==> src/rtl/proc_pkg.sv <==
// proc_pkg: shared types and field-offset helpers for param_processor.
//   opcode_t - 4-bit opcode encoding
//   state_t  - core FSM states (FETCH, EXEC, HALT)
//   op_lsb / rd_lsb - bit offsets of the op and rd fields in an instruction
//   word laid out as {op, rd, opnd}, with opnd occupying the low DATA_W bits.
package proc_pkg;

  typedef enum logic [3:0] {
    OP_NOP  = 4'h0,
    OP_LDI  = 4'h1,
    OP_MOV  = 4'h2,
    OP_ADD  = 4'h3,
    OP_SUB  = 4'h4,
    OP_AND  = 4'h5,
    OP_OR   = 4'h6,
    OP_XOR  = 4'h7,
    OP_IN   = 4'h8,
    OP_OUT  = 4'h9,
    OP_JMP  = 4'hA,
    OP_JZ   = 4'hB,
    OP_JC   = 4'hC,
    OP_CALL = 4'hD,
    OP_RET  = 4'hE,
    OP_HALT = 4'hF
  } opcode_t;

  typedef enum logic [1:0] {
    FETCH = 2'd0,
    EXEC  = 2'd1,
    HALT  = 2'd2
  } state_t;

  localparam int OP_W = 4;

  function automatic int rd_lsb(input int data_w);
    return data_w;
  endfunction

  function automatic int op_lsb(input int data_w, input int reg_aw);
    return data_w + reg_aw;
  endfunction

endpackage

==> src/rtl/proc_regfile.sv <==
// proc_regfile: general-purpose register file for param_processor.
//   clk, rst   - clock and asynchronous active-low clear (all registers to 0)
//   we, waddr, wdata - synchronous write port
//   rd_addr/rd_data, rs_addr/rs_data - two combinational read ports
module proc_regfile #(
  parameter int DATA_W   = 8,
  parameter int NUM_REGS = 4,
  parameter int REG_AW   = $clog2(NUM_REGS)
) (
  input  logic              clk,
  input  logic              rst,
  input  logic              we,
  input  logic [REG_AW-1:0] waddr,
  input  logic [DATA_W-1:0] wdata,
  input  logic [REG_AW-1:0] rd_addr,
  output logic [DATA_W-1:0] rd_data,
  input  logic [REG_AW-1:0] rs_addr,
  output logic [DATA_W-1:0] rs_data
);

  logic [DATA_W-1:0] regs [NUM_REGS];

  always_ff @(posedge clk or negedge rst) begin
    if (!rst) begin
      for (int i = 0; i < NUM_REGS; i++) regs[i] <= '0;
    end else if (we) begin
      regs[waddr] <= wdata;
    end
  end

  assign rd_data = regs[rd_addr];
  assign rs_data = regs[rs_addr];

endmodule

==> src/rtl/param_processor.sv <==
// param_processor: multi-cycle register-file processor, two cycles per
// instruction (FETCH then EXEC), program held in an external synchronous ROM.
//   clk        - rising-edge clock
//   rst        - asynchronous active-low reset
//   data_in    - operand sampled by IN
//   data_out   - output register written by OUT
//   out_valid  - one-cycle pulse following an OUT
//   instr_addr - program memory address, always equal to pc
//   instr_data - instruction word, valid one cycle after instr_addr
//   halted     - core stopped (HALT or stack fault)
//   stack_err  - sticky return-stack over/underflow
// Optional build macro PROC_STACK_EN adds the CALL/RET return stack;
// without it CALL/RET behave as NOP and stack_err is tied low.
module param_processor
  import proc_pkg::*;
#(
  parameter int DATA_W      = 8,
  parameter int NUM_REGS    = 4,
  parameter int PROG_DEPTH  = 256,
  parameter int STACK_DEPTH = 4,
  localparam int REG_AW     = $clog2(NUM_REGS),
  localparam int PC_W       = $clog2(PROG_DEPTH),
  localparam int INSTR_W    = OP_W + REG_AW + DATA_W
) (
  input  logic               clk,
  input  logic               rst,
  input  logic [DATA_W-1:0]  data_in,
  output logic [DATA_W-1:0]  data_out,
  output logic               out_valid,
  output logic [PC_W-1:0]    instr_addr,
  input  logic [INSTR_W-1:0] instr_data,
  output logic               halted,
  output logic               stack_err
);

  localparam int RD_LSB = rd_lsb(DATA_W);
  localparam int OP_LSB = op_lsb(DATA_W, REG_AW);

  state_t            state;
  logic [PC_W-1:0]   pc;
  logic [PC_W-1:0]   pc_inc;
  logic [PC_W-1:0]   jmp_target;
  logic              z_flag;
  logic              c_flag;

  opcode_t           op;
  logic [REG_AW-1:0] rd;
  logic [REG_AW-1:0] rs;
  logic [DATA_W-1:0] opnd;
  logic [DATA_W-1:0] rd_data;
  logic [DATA_W-1:0] rs_data;

  logic [DATA_W:0]   alu_wide;
  logic              flag_upd;
  logic              rf_we;
  logic [DATA_W-1:0] rf_wdata;

  assign op         = opcode_t'(instr_data[OP_LSB +: OP_W]);
  assign rd         = instr_data[RD_LSB +: REG_AW];
  assign opnd       = instr_data[DATA_W-1:0];
  assign rs         = opnd[REG_AW-1:0];
  assign instr_addr = pc;

  // Explicit wrap so non-power-of-two program depths also return to 0.
  assign pc_inc     = (pc == PC_W'(PROG_DEPTH - 1)) ? '0 : pc + 1'b1;
  // Truncating cast drops any operand bits above the pc width.
  assign jmp_target = PC_W'(opnd);

  proc_regfile #(
    .DATA_W   (DATA_W),
    .NUM_REGS (NUM_REGS),
    .REG_AW   (REG_AW)
  ) u_regfile (
    .clk     (clk),
    .rst     (rst),
    .we      (rf_we),
    .waddr   (rd),
    .wdata   (rf_wdata),
    .rd_addr (rd),
    .rd_data (rd_data),
    .rs_addr (rs),
    .rs_data (rs_data)
  );

  // Decode / ALU: the extra top bit of alu_wide carries ADD carry-out and
  // SUB borrow (set exactly when rd < rs).
  always_comb begin
    alu_wide = '0;
    flag_upd = 1'b0;
    rf_we    = 1'b0;
    rf_wdata = '0;
    case (op)
      OP_LDI: begin rf_we = 1'b1; rf_wdata = opnd;    end
      OP_MOV: begin rf_we = 1'b1; rf_wdata = rs_data; end
      OP_IN:  begin rf_we = 1'b1; rf_wdata = data_in; end
      OP_ADD: begin alu_wide = {1'b0, rd_data} + {1'b0, rs_data}; flag_upd = 1'b1; end
      OP_SUB: begin alu_wide = {1'b0, rd_data} - {1'b0, rs_data}; flag_upd = 1'b1; end
      OP_AND: begin alu_wide = {1'b0, rd_data & rs_data}; flag_upd = 1'b1; end
      OP_OR:  begin alu_wide = {1'b0, rd_data | rs_data}; flag_upd = 1'b1; end
      OP_XOR: begin alu_wide = {1'b0, rd_data ^ rs_data}; flag_upd = 1'b1; end
      default: ;
    endcase
    if (flag_upd) begin
      rf_we    = 1'b1;
      rf_wdata = alu_wide[DATA_W-1:0];
    end
    rf_we = rf_we && (state == EXEC);
  end

`ifdef PROC_STACK_EN
  localparam int SP_W = $clog2(STACK_DEPTH + 1);
  localparam int SA_W = (STACK_DEPTH > 1) ? $clog2(STACK_DEPTH) : 1;

  logic [PC_W-1:0] stack [STACK_DEPTH];
  logic [SP_W-1:0] sp;
  logic            stack_full;
  logic            stack_empty;
  logic            push;
  logic            pop;

  assign stack_full  = (sp == SP_W'(STACK_DEPTH));
  assign stack_empty = (sp == '0);
  assign push        = (state == EXEC) && (op == OP_CALL) && !stack_full;
  assign pop         = (state == EXEC) && (op == OP_RET) && !stack_empty;

  // Return addresses need no reset; only the depth pointer does.
  always_ff @(posedge clk) begin
    if (push) stack[SA_W'(sp)] <= pc_inc;
  end

  always_ff @(posedge clk or negedge rst) begin
    if (!rst)      sp <= '0;
    else if (push) sp <= sp + 1'b1;
    else if (pop)  sp <= sp - 1'b1;
  end
`else
  assign stack_err = 1'b0;
`endif

  always_ff @(posedge clk or negedge rst) begin
    if (!rst) begin
      state     <= FETCH;
      pc        <= '0;
      z_flag    <= 1'b0;
      c_flag    <= 1'b0;
      data_out  <= '0;
      out_valid <= 1'b0;
      halted    <= 1'b0;
`ifdef PROC_STACK_EN
      stack_err <= 1'b0;
`endif
    end else begin
      out_valid <= 1'b0;
      case (state)
        FETCH: state <= EXEC;
        EXEC: begin
          state <= FETCH;
          pc    <= pc_inc;
          if (flag_upd) begin
            z_flag <= (alu_wide[DATA_W-1:0] == '0);
            c_flag <= alu_wide[DATA_W];
          end
          case (op)
            OP_OUT: begin
              data_out  <= rd_data;
              out_valid <= 1'b1;
            end
            OP_JMP: pc <= jmp_target;
            OP_JZ:  if (z_flag) pc <= jmp_target;
            OP_JC:  if (c_flag) pc <= jmp_target;
            OP_HALT: begin
              pc     <= pc;
              halted <= 1'b1;
              state  <= HALT;
            end
`ifdef PROC_STACK_EN
            OP_CALL: begin
              if (stack_full) begin
                pc        <= pc;
                stack_err <= 1'b1;
                halted    <= 1'b1;
                state     <= HALT;
              end else begin
                pc <= jmp_target;
              end
            end
            OP_RET: begin
              if (stack_empty) begin
                pc        <= pc;
                stack_err <= 1'b1;
                halted    <= 1'b1;
                state     <= HALT;
              end else begin
                pc <= stack[SA_W'(sp - 1'b1)];
              end
            end
`endif
            default: ;
          endcase
        end
        HALT: ;
        default: state <= FETCH;
      endcase
    end
  end

endmodule

==> config.mk <==
export PLATFORM = sky130hd
export DESIGN_NAME = param_processor
export DESIGN_NICKNAME = d
export VERILOG_FILES = /design/src/rtl/proc_pkg.sv /design/src/rtl/proc_regfile.sv /design/src/rtl/param_processor.sv
export SDC_FILE = /design/constraint.sdc
export NUM_CORES = 1
export LEC_CHECK = 0
export CORE_UTILIZATION = 50
export DETAILED_ROUTE_END_ITERATION = 8
export GPL_TIMING_DRIVEN = 0
export PLACE_DENSITY = 0.75
export SETUP_SLACK_MARGIN = 0.02
export SLEW_MARGIN = 20
export SYNTH_ARGS = -nofsm -noshare
export SYNTH_HDL_FRONTEND = slang
export SYNTH_SLANG_ARGS = --single-unit
==> constraint.sdc <==
create_clock -name clk -period 7.53 [get_ports clk]
set_input_delay 1.506 -clock clk [delete_from_list [all_inputs] [get_ports clk]]
set_output_delay 1.506 -clock clk [all_outputs]
set_load 0.005 [all_outputs]
; ---- Yosys cells after proc, flatten, opt, wreduce, memory -nomap -nowiden
; Cells that the tools add are included.
[classes]
addsub = 3
order_cmp = 3
eq_ne = 16
muxes = 23
bitwise_logic = 6
reduce_logical = 10
[op_table]
columns = op, count
row1 = two-way mux 8 bit, 9
row2 = case mux 9 bit (5 select lines), 1
row3 = binary-select mux 8 bit (select 2 bit), 2
row4 = bitwise mux 32 bit, 1
row5 = case mux 8 bit (4 select lines), 1
row6 = == test 4 bit (second input constant), 6
row7 = case mux 8 bit (3 select lines), 1
row8 = demux 8 bit (select 2 bit), 1
row9 = == test 4 x 3 -> 1 bit (second input constant), 4
row10 = adder 8 x 8 -> 9 bit, 1
row11 = subtractor 8 x 8 -> 9 bit, 1
row12 = adder 8 x 1 -> 8 bit (second input constant), 1
row13 = bitwise AND 8 bit, 1
row14 = == test 4 x 2 -> 1 bit (second input constant), 2
row15 = == test 8 bit (second input constant), 1
row16 = logical NOT 8 bit, 1
row17 = OR 8 bit, 1
row18 = AND reduction 2 bit, 4
row19 = XOR 8 bit, 1
row20 = greater-or-equal comparator 3 bit (second input constant), 2
row21 = NOT 2 -> 3 bit, 2
row22 = case mux 2 bit (3 select lines), 1
row23 = two-way mux 1 bit, 5
row24 = OR reduction 5 bit, 1
row25 = other kinds (9), 10
[totals]
regBits = 54
input_bits = 24
output_inout_bits = 19

; ---- Depth between registers and ports, before layout
; Gate-level depths: netlist of the first run.
[logic_depth]
depth_word = 8
mapped_depth = 14

; ---- Modules after synthesis
; A second synthesis of the first run with hierarchy kept.
[unflattened]
hier_cells = 359
hier_area_um2 = 3967.6
[modules_own_cells]
columns = module, n_inst, cells_each, area_per_inst_um2, seq_area_each_um2
row1 = param_processor, 1, 271, 2377.3, 550.5
row2 = proc_regfile, 1, 88, 1590.3, 800.8

; ---- Worst setup path before layout of the first run
; No wires, ideal clock.
[synth_timing]
path_kind = in2reg
start = input port instr_data[0]
end = register u_regfile.regs[23] in the netlist's numbering
t_arrival_ns = 4.306
required_ns = 7.405
setup_slack_ns = 3.099
path_stages = 11
cell_sequence = buf_6 -> mux4_1 -> o31ai_2 -> o21ai_1 -> xnor2_1 -> ha_1 -> or4_1 -> o22ai_1 -> xor2_1 -> o221ai_1 -> mux2_2
[synth_between]
elab_chain_cells = 8
[synth_rtl]
columns = item, line_no
row1 = start: declaration, param_processor.sv:31  ; input logic [INSTR_W-1:0] instr_data,
row2 = NOT 2 -> 3 bit (implied by the code) (*), proc_regfile.sv:32  ; assign rs_data = regs[rs_addr];
row3 = binary-select mux 8 bit (select 2 bit) (*), proc_regfile.sv:32
row4 = two-way mux 8 bit (implied by the code) (*) (2 in a row), proc_regfile.sv:32
row5 = subtractor 8 x 8 -> 9 bit (tied with other cells), param_processor.sv:97  ; OP_SUB: begin alu_wide = {1'b0, rd_data} - {1'b0, rs_data}; flag_upd = 1'b1; end
row6 = case mux 9 bit (5 select lines), param_processor.sv:92  ; case (op)
row7 = two-way mux 8 bit (*), param_processor.sv:103  ; if (flag_upd) begin
row8 = bitwise mux 32 bit (*), proc_regfile.sv:27  ; regs[waddr] <= wdata;
row9 = end signal: indexed assignment, proc_regfile.sv:27
row10 = end: declaration, proc_regfile.sv:21  ; logic [DATA_W-1:0] regs [NUM_REGS];
; Every way passes the cells marked *; elsewhere a longest branch is shown, timed or not. The select of a mux whose other input is x is not followed.
; A chain may end at the register's enable or synchronous reset.

; ---- Final worst setup path of the first run
[layout_timing]
start = input port instr_data[1]
end = register u_regfile.regs[23] in the netlist's numbering
; The elaborated chain is that of the path after synthesis.

==> results of run 1 <==
==> cell usage in the layout, fill, tap and decap left out, drive strengths merged, types with 8 or more instances in the layout <==
cell / n
dfrtp: 54
mux2: 41
clkdlybuf4s50: 39
ha: 26
inv: 23
nor2: 19
o21ai: 19
nand2: 17
mux4: 17
buf: 13
a21oi: 11
nand2b: 10
mux2i: 10
xnor2: 9
clkbuf: 9
a22o: 8
==> through the flow <==
stage                     cell area (um^2)  cells  total power, mW  hold WS, ps  worst slack [ps]
after CTS                             4700    517            0.531          491              2330
after global routing                  4700    517            0.545          520              2050
final                                 4700    517            0.527          483              2240
after detailed placement              4600    509            0.358          478              1990
after floorplan                       4080    367            0.328          432              3100
after global placement                4610    509            0.357          445              1980
==> routing by layer <==
metal	global-route usage	routed length, um	vias to the layer above
li1	-	-	1486
met2	0.398	4810	89
met1	0.335	4580	1602
met3	0.0255	356	12
met5	0	0	-
met4	0.0807	184	0
==> sequential cells by signal, summed over array words and instances, names as in the netlist <==
name / cells
instr_addr: 8
data_out: 8
u_regfile.regs: 32
halted: 1
state: 2
z_flag: 1
out_valid: 1
c_flag: 1
==> layout make-up <==
cell class	count	area (um^2)	share of cell area
Timing Repair Buffer	40	398	0.0846
Clock inverter	3	28.8	0.00612
Buffer	16	109	0.0232
Clock buffer	5	68.8	0.0146
Sequential cell	54	1350	0.287
Inverter	22	82.6	0.0176
Multi-Input combinational cell	275	2530	0.539
Tap cell	102	128	0.0271
==> kinds of logic (layout without fill, tap and decap cells) <==
family	after synthesis	count (layout)	synth area share
multiplexers	68	68	0.234
adder cells (fa/ha/maj)	27	27	0.0847
AND/OR/NAND/NOR	83	83	0.122
XOR/XNOR	11	11	0.0236
AO/OA/AOI/OAI	85	85	0.156
other	1	1	0.000920
flip-flops	54	54	0.331
buffers and inverters	38	86	0.0469
==> where the power goes <==
part	total [mW]	switching, mW	internal, mW	leakage [nW]
clock network	0.175	0.106	0.0691	0.0502
logic	0.0613	0.0345	0.0269	1.23
registers	0.291	0.000391	0.290	0.743
total	0.527	0.141	0.386	2.03
==> critical path: cells and delay by family <==
family / cells / cell delay, ps
buffers and inverters: 2 / 960
and+or+nand+nor: 1 / 520
adders and majority gates: 1 / 230
AOI/OAI and AO/OA: 4 / 970
xor gates and xnor gates: 2 / 450
muxes: 2 / 850
==> worst paths after layout <==
path                                    start            endpoint  slack, ps  cells after the start
max                             instr_data[1]  u_regfile.regs[23]       2240                     12
min                                  state[1]            state[0]        480                      1
max reg2reg                u_regfile.regs[17]  u_regfile.regs[23]       3860                     10
min reg2reg                          state[1]            state[0]        480                      1
max in group asynchronous                 rst         data_out[1]       5840                      1
min in group asynchronous                 rst       instr_addr[6]       1220                      1
==> results.cfg, run 1 <==
[cells_and_area]
fillers = 663
drive_gt1_frac = 0.222
utilization = 0.602
final_net_count = 465
diodes = 0
syn_to_final_growth_pct = 15.3

[worst_setup_path]
critPathArrivalTime_ps = 5500
cp.required_ps = 7740
cp-start-kind = primary input
path_cells = clkdlybuf4s50_1 > clkbuf_1 > mux4_1 > o31ai_2 > o21ai_1 > xnor2_1 > ha_1 > or4_1 > o22ai_1 > xor2_1 > o221ai_1 > mux2_2
path_max_fanout = 10
slowest_delay_ps = 520
cp_slowest_cell = mux4_1
cp-end-kind = register
critPathKind = in -> reg

[detailed_routing]
drc = 0
avgViaCountPerCell = 6.17
ant_nets = 0
drtIter0Drc = 204
dr_total_vias = 3189
wirelength_um = 9930
wl_per_cell_um = 19.2
dr.pass1.iters = 5

[yosys]
seq_area_frac_synth = 0.331
synth_area_mm2 = 0.00408
synth_warnings = 0
ys_ff_latch = 54
syn-instance-count = 367
syn_area_per_cell_um2 = 11.1
synthArstFlopShare = 1.00
yosysTopAreaCellShare = 0.331
synth_top_area_cell = dfrtp_1
synthDistinctLibCells = 61
synthTopCellsByArea = dfrtp_1 (33%), mux2_2 (11%), ha_1 (8.0%)
synth_nets = 418
synth_edf_count = 0
yosys.cell_count.top_type = dfrtp_1
synth_ff_type = dfrtp_1
synthTopCellsByCount = dfrtp_1 (54), mux2_2 (41), ha_1 (26)

[clock_tree]
hold_buffers = 0
cts_sinks = 54
clock-root-buffer = clkbuf_8
cts_tree = yes
clk_path_buf_depth = 2
cts.clk_slew.worst_paths_ps = 100
numCtsBuffers = 5
clk_latency_ps = 320
cts_resized = 0
h-tree-depth = 2
cts_setup_buffers = 0

[status]
status = complete, no violations

[timing]
final.period_utilization = 0.702
tightest_slew_ps = 873
fmax_mhz = 189
slew_headroom = 0.414
fin_tns_setup_ps = 0
drv_slew = 0
fin_skew_ps = 8.39
finalSetupViolCount = 0
hold_viol = 0
rsz0062_at_grt = false
min_period_ps = 5290

[placed_design]
dpl.hpwl_um = 7570
portBuffers = 40
routabilityCongestion = 0.908

[floorplanning]
rows = 32
initial_utilization = 0.522
fp.dieH_um = 92.3
die_w_um = 92.3
die_area_mm2 = 0.00852
core_mm2 = 0.00781
io_pins = 43

[pwr]
power_leakage_nw = 2.03
ir_worst_vdd_mv = 0.0853
power_density_mw_per_mm2 = 112

[global_routing]
grt_max_degree = 55
grt_pass1_wl_um = 15900
antenna_found_initial = 0
grt_overflow = 0
first_global_vias = 3095
globalRouteTotalUtil = 0.242

[worst_hold_path]
hold_class = reg -> reg

[job]
cap_viol_max_count = 0
Note: power is estimated with default switching activity, not from simulation.
==> run 2: changes to the inputs <==
--- a/config.mk
+++ b/config.mk
@@ -8,7 +8,7 @@
 export CORE_UTILIZATION = 50
 export DETAILED_ROUTE_END_ITERATION = 8
 export GPL_TIMING_DRIVEN = 0
-export PLACE_DENSITY = 0.75
+export PLACE_DENSITY = 0.78
 export SETUP_SLACK_MARGIN = 0.02
 export SLEW_MARGIN = 20
 export SYNTH_ARGS = -nofsm -noshare
==> constraint.sdc (replaced) <==
create_clock -name clk -period 4.55 [get_ports clk]
set_input_delay 0.91 -clock clk [delete_from_list [all_inputs] [get_ports clk]]
set_output_delay 0.91 -clock clk [all_outputs]
set_load 0.005 [all_outputs]
==> run 2 against run 1 <==
Against the previous run:
- register-to-register slack worse by 2800 ps
- sequential power up 65%
- clock-buffer cell count unchanged
- clock skew up 0.90 ps
- global-route usage up 0.38 points
- die area unchanged
- sequential share of layout area down 0.38 points
- setup slack worse by 2000 ps
- cell count up 0.97%
- via count up 0.97%
- hold slack worse by 13 ps
- critical path type unchanged
- critical endpoint is now u_regfile.regs[31]
- highest routed layer unchanged
==> results.cfg, run 2 (synthesized netlist as in run 1, its figures left out) <==
[cells_and_area]
diodes = 0
layout.cells.non_filler = 522
syn_to_final_growth_pct = 16.8
drive_gt1_frac = 0.257
largest_reg_flops = 32
fillers = 657
final_common_cell = dfrtp_1
regMostFlops = u_regfile.regs
final_net_count = 470
mostFrequentLayoutCells = dfrtp_1 (54), mux2_2 (41), clkdlybuf4s50_1 (39)

[timing]
drv_slew = 0
rsz0062_at_grt = false
hold_viol = 0
tightest_slew_ps = 868
final.period_utilization = 0.950
fmax_mhz = 231
fin_skew_ps = 9.30
timing.final.ws_setup_ps = 227
min_period_ps = 4320
slew_headroom = 0.417
finalSetupViolCount = 0

[detailed_routing]
avgViaCountPerCell = 6.17
wirelength_um = 9970
drc = 0
ant_nets = 0
drtIter0Drc = 156
dr_total_vias = 3220
wl_per_cell_um = 19.1
dr.pass1.iters = 5

[global_routing]
first_global_vias = 3072
grt_pass1_wl_um = 16000
antenna_found_initial = 0
globalRouteTotalUtil = 0.246
grt_max_degree = 55
grt_overflow = 0

[floorplanning]
io_pins = 43
die_w_um = 92.3
core_mm2 = 0.00781
rows = 32
fp.dieH_um = 92.3
initial_utilization = 0.522
die_area_mm2 = 0.00852

[placed_design]
place_inst = 509
dpl.hpwl_um = 7630
portBuffers = 40
dp_slack_ps = -433
routabilityCongestion = 0.907

[clock_tree]
hold_buffers = 0
clk_path_buf_depth = 2
cts_sinks = 54
cts.clk_slew.worst_paths_ps = 100
clock-root-buffer = clkbuf_8
h-tree-depth = 2
clk_latency_ps = 320
cts_tree = yes
numCtsBuffers = 5

[pwr]
ir_worst_vdd_mv = 0.136
power_leakage_nw = 2.06
power_density_mw_per_mm2 = 182

[worst_setup_path]
cp-start-kind = primary input
path_max_fanout = 5
cp-end-kind = register
cp.required_ps = 4760
critPathArrivalTime_ps = 4530
critPathKind = in -> reg

[status]
status = complete, no violations

[job]
cap_viol_max_count = 0

[worst_hold_path]
hold_class = reg -> reg
[run 2: metrics by stage]
step	TNS (ps)	power [mW]	cell area, um^2	hold slack, ps	util
finish	0	0.867	4760	470	0.610
global route	0	0.901	4760	489	0.610
CTS	0	0.869	4690	476	0.600
detailed placement	-5760	0.591	4600	461	0.590
global placement	-4380	0.591	4610	443	0.590
floorplan	0	0.543	4080	432	-
[run 2: worst paths after layout]
check,startpoint,to,slack [ps],cells past startpoint
max,instr_data[0],u_regfile.regs[31],230,13
min,state[1],state[0],470,1
max reg2reg,u_regfile.regs[2],u_regfile.regs[31],1080,11
min reg2reg,state[1],state[0],470,1
max in group asynchronous,rst,c_flag,3460,1
min in group asynchronous,rst,instr_addr[2],620,1
[run 2: report_power, final]
part           switching [mW]  total [mW]  leakage (nW)  internal (mW)
registers            0.000456       0.481         0.743          0.481
logic                  0.0580       0.105          1.27         0.0466
clock network           0.170       0.282        0.0489          0.112
[run 2: final cells by class]
class | instances | area [um^2] | share of cell area
buffer | 16 | 114 | 0.0239
clock buffer | 5 | 68.8 | 0.0144
clock inverter | 3 | 22.5 | 0.00473
inverter | 22 | 82.6 | 0.0173
multi-input combinational | 275 | 2560 | 0.538
sequential | 54 | 1350 | 0.284
tap | 102 | 128 | 0.0268
timing repair buffer | 45 | 435 | 0.0914
[run 2: metal layers]
metal / vias to the layer above / GRT usage / wire length (um)
met5: - / 0 / 0
met4: 0 / 0.0612 / 185
met3: 15 / 0.0279 / 446
met2: 91 / 0.416 / 5020
met1: 1622 / 0.337 / 4320
li1: 1492 / - / -
[run 2: critical path, cell delays in order]
cell,delay (ps)
clkdlybuf4s50_1,520
buf_6,150
mux4_2,590
o31ai_2,340
o21ai_1,180
xnor2_1,160
ha_1,240
or4_1,520
o22ai_1,170
xor2_1,160
buf_4,150
o221ai_2,140
mux2_2,290
[run 2: timing repair]
item / CTS / global route
endpoints found under the setup margin: 14 / 14
buffers inserted: 0 / 5
resized for setup: 3 / 11
pin swaps: 0 / 2
==> run 3: changes to the inputs <==
--- a/config.mk
+++ b/config.mk
@@ -5,6 +5,7 @@
 export SDC_FILE = /design/constraint.sdc
 export NUM_CORES = 1
 export LEC_CHECK = 0
+export CORE_MARGIN = 10
 export CORE_UTILIZATION = 50
 export DETAILED_ROUTE_END_ITERATION = 8
 export GPL_TIMING_DRIVEN = 0
==> run 3 against run 2 <==
Against the previous run:
- via count decreased by 3.1%
- total power increased by 4.7%
- design area up 0.24%
- fmax fell by 0.94%
- first-iteration DRC count grew 26%
- global-route usage shrank 7.4 points
- cell count shrank 0.57%
- critical endpoint is now z_flag
==> results.cfg, run 3 (synthesized netlist as in run 1, its figures left out) <==
[worst_setup_path]
critPathArrivalTime_ps = 4580
cp-start-kind = primary input
cp.required_ps = 4760
path_max_fanout = 10
critPathLaunch = instr_data[0]
critPathKind = in -> reg
cp-end-kind = register
r2r_start = u_regfile.regs[9]

[global_routing]
globalRouteTotalUtil = 0.172
grt_pass1_wl_um = 16400
antenna_found_initial = 0
grt_overflow = 0
grt_max_degree = 55
first_global_vias = 3149

[pwr]
ir_worst_vdd_mv = 0.177
p_total_uw = 908
power_leakage_nw = 2.06
power_density_mw_per_mm2 = 190

[detailed_routing]
ant_nets = 0
drtIter0Drc = 197
avgViaCountPerCell = 6.01
dr_wl_met3_um = 359
dr_total_vias = 3120
wirelength_um = 10100
drc = 0
drt-met1-wl_um = 4410
wl_per_cell_um = 19.5
dr.pass1.iters = 4
routed.top_layer = met4
met2_length_um = 5150

[timing]
final.period_utilization = 0.959
timing.final.ws_setup_ps = 186
finalSetupViolCount = 0
fmax_mhz = 229
tightest_slew_ps = 865
slew_headroom = 0.419
hold_viol = 0
fin_tns_setup_ps = 0
drv_slew = 0
fin_skew_ps = 5.62
min_period_ps = 4360
rsz0062_at_grt = true

[cells_and_area]
syn_to_final_growth_pct = 17.1
final_common_cell = dfrtp_1
fillers = 671
regMostFlops = u_regfile.regs
layout.cells.non_filler = 519
largest_reg_flops = 32
fin_area_mm2 = 0.00478
mostFrequentLayoutCells = dfrtp_1 (54), mux2_2 (41), clkdlybuf4s50_1 (39)
final_net_count = 467
drive_gt1_frac = 0.249
diodes = 0

[floorplanning]
die_w_um = 110
core_mm2 = 0.00785
die_area_mm2 = 0.0122
initial_utilization = 0.520
io_pins = 43
rows = 32
fp.dieH_um = 110

[clock_tree]
cts.clk_slew.worst_paths_ps = 100
cts_sinks = 54
clk_path_buf_depth = 2
h-tree-depth = 2
clk_latency_ps = 310
numCtsBuffers = 5
cts_tree = yes
clock-root-buffer = clkbuf_8
hold_buffers = 0

[worst_hold_path]
hold_class = reg -> reg
min_from = state[1]

[placed_design]
place_inst = 509
routabilityCongestion = 0.938
dpl.hpwl_um = 7880
portBuffers = 40
placed_area_mm2 = 0.00460
dp_slack_ps = -478

[job]
cap_viol_max_count = 0

[status]
status = complete, no violations
-- run 3: timing repair --
action | CTS | global route
pin swaps | 0 | 2
setup buffers | 0 | 2
cloned | 0 | 0
endpoints found under the setup margin | 12 | 14
resized for setup | 4 | 12
hold endpoints to repair | 0 | 0
-- run 3: critical path, stage by stage --
cell and delay (ps):
clkdlybuf4s50_1 540, buf_8 180, mux4_2 610, inv_1 120
ha_1 230, nor2_1 80, xnor2_1 150, ha_1 360
a21o_1 190, a211oi_1 240, o32ai_1 150, or4_1 590
o41ai_2 210
-- run 3: metrics by stage --
stage | hold slack (ps) | utilization
after global placement | 445 | 0.587
after detailed placement | 455 | 0.587
final | 474 | 0.609
after global routing | 506 | 0.609
after CTS | 469 | 0.601
after floorplan | 432 | -
-- run 3: final timing paths --
check	endpoint	slack, ps	cells after the start
max in group asynchronous	u_regfile.regs[27]	3450	1
max	z_flag	190	13
max reg2reg	z_flag	1150	11
min reg2reg	state[0]	470	1
min in group asynchronous	instr_addr[2]	630	1
min	state[0]	470	1
-- run 3: per-layer routing --
metal	vias to the layer above	track usage
li1	1485	-
met1	1559	0.222
met2	63	0.293
met3	13	0.0174
met4	0	0.0633
met5	-	0
-- run 3: report_power, final --
| part | internal, mW | switching [mW] |
|---|---|---|
| logic | 0.0454 | 0.0572 |
| registers | 0.480 | 0.000429 |
| clock network | 0.164 | 0.160 |
| total | 0.690 | 0.218 |
-- run 3: area by class of cell --
| cell class | instances | area [um^2] | area share |
|---|---|---|---|
| Multi-Input combinational cell | 275 | 2570 | 0.539 |
| Sequential cell | 54 | 1350 | 0.283 |
| Timing Repair Buffer | 42 | 413 | 0.0865 |
| Tap cell | 102 | 128 | 0.0267 |
| Buffer | 16 | 118 | 0.0246 |
| Inverter | 22 | 82.6 | 0.0173 |
| Clock buffer | 6 | 72.6 | 0.0152 |
| Clock inverter | 2 | 37.5 | 0.00786 |
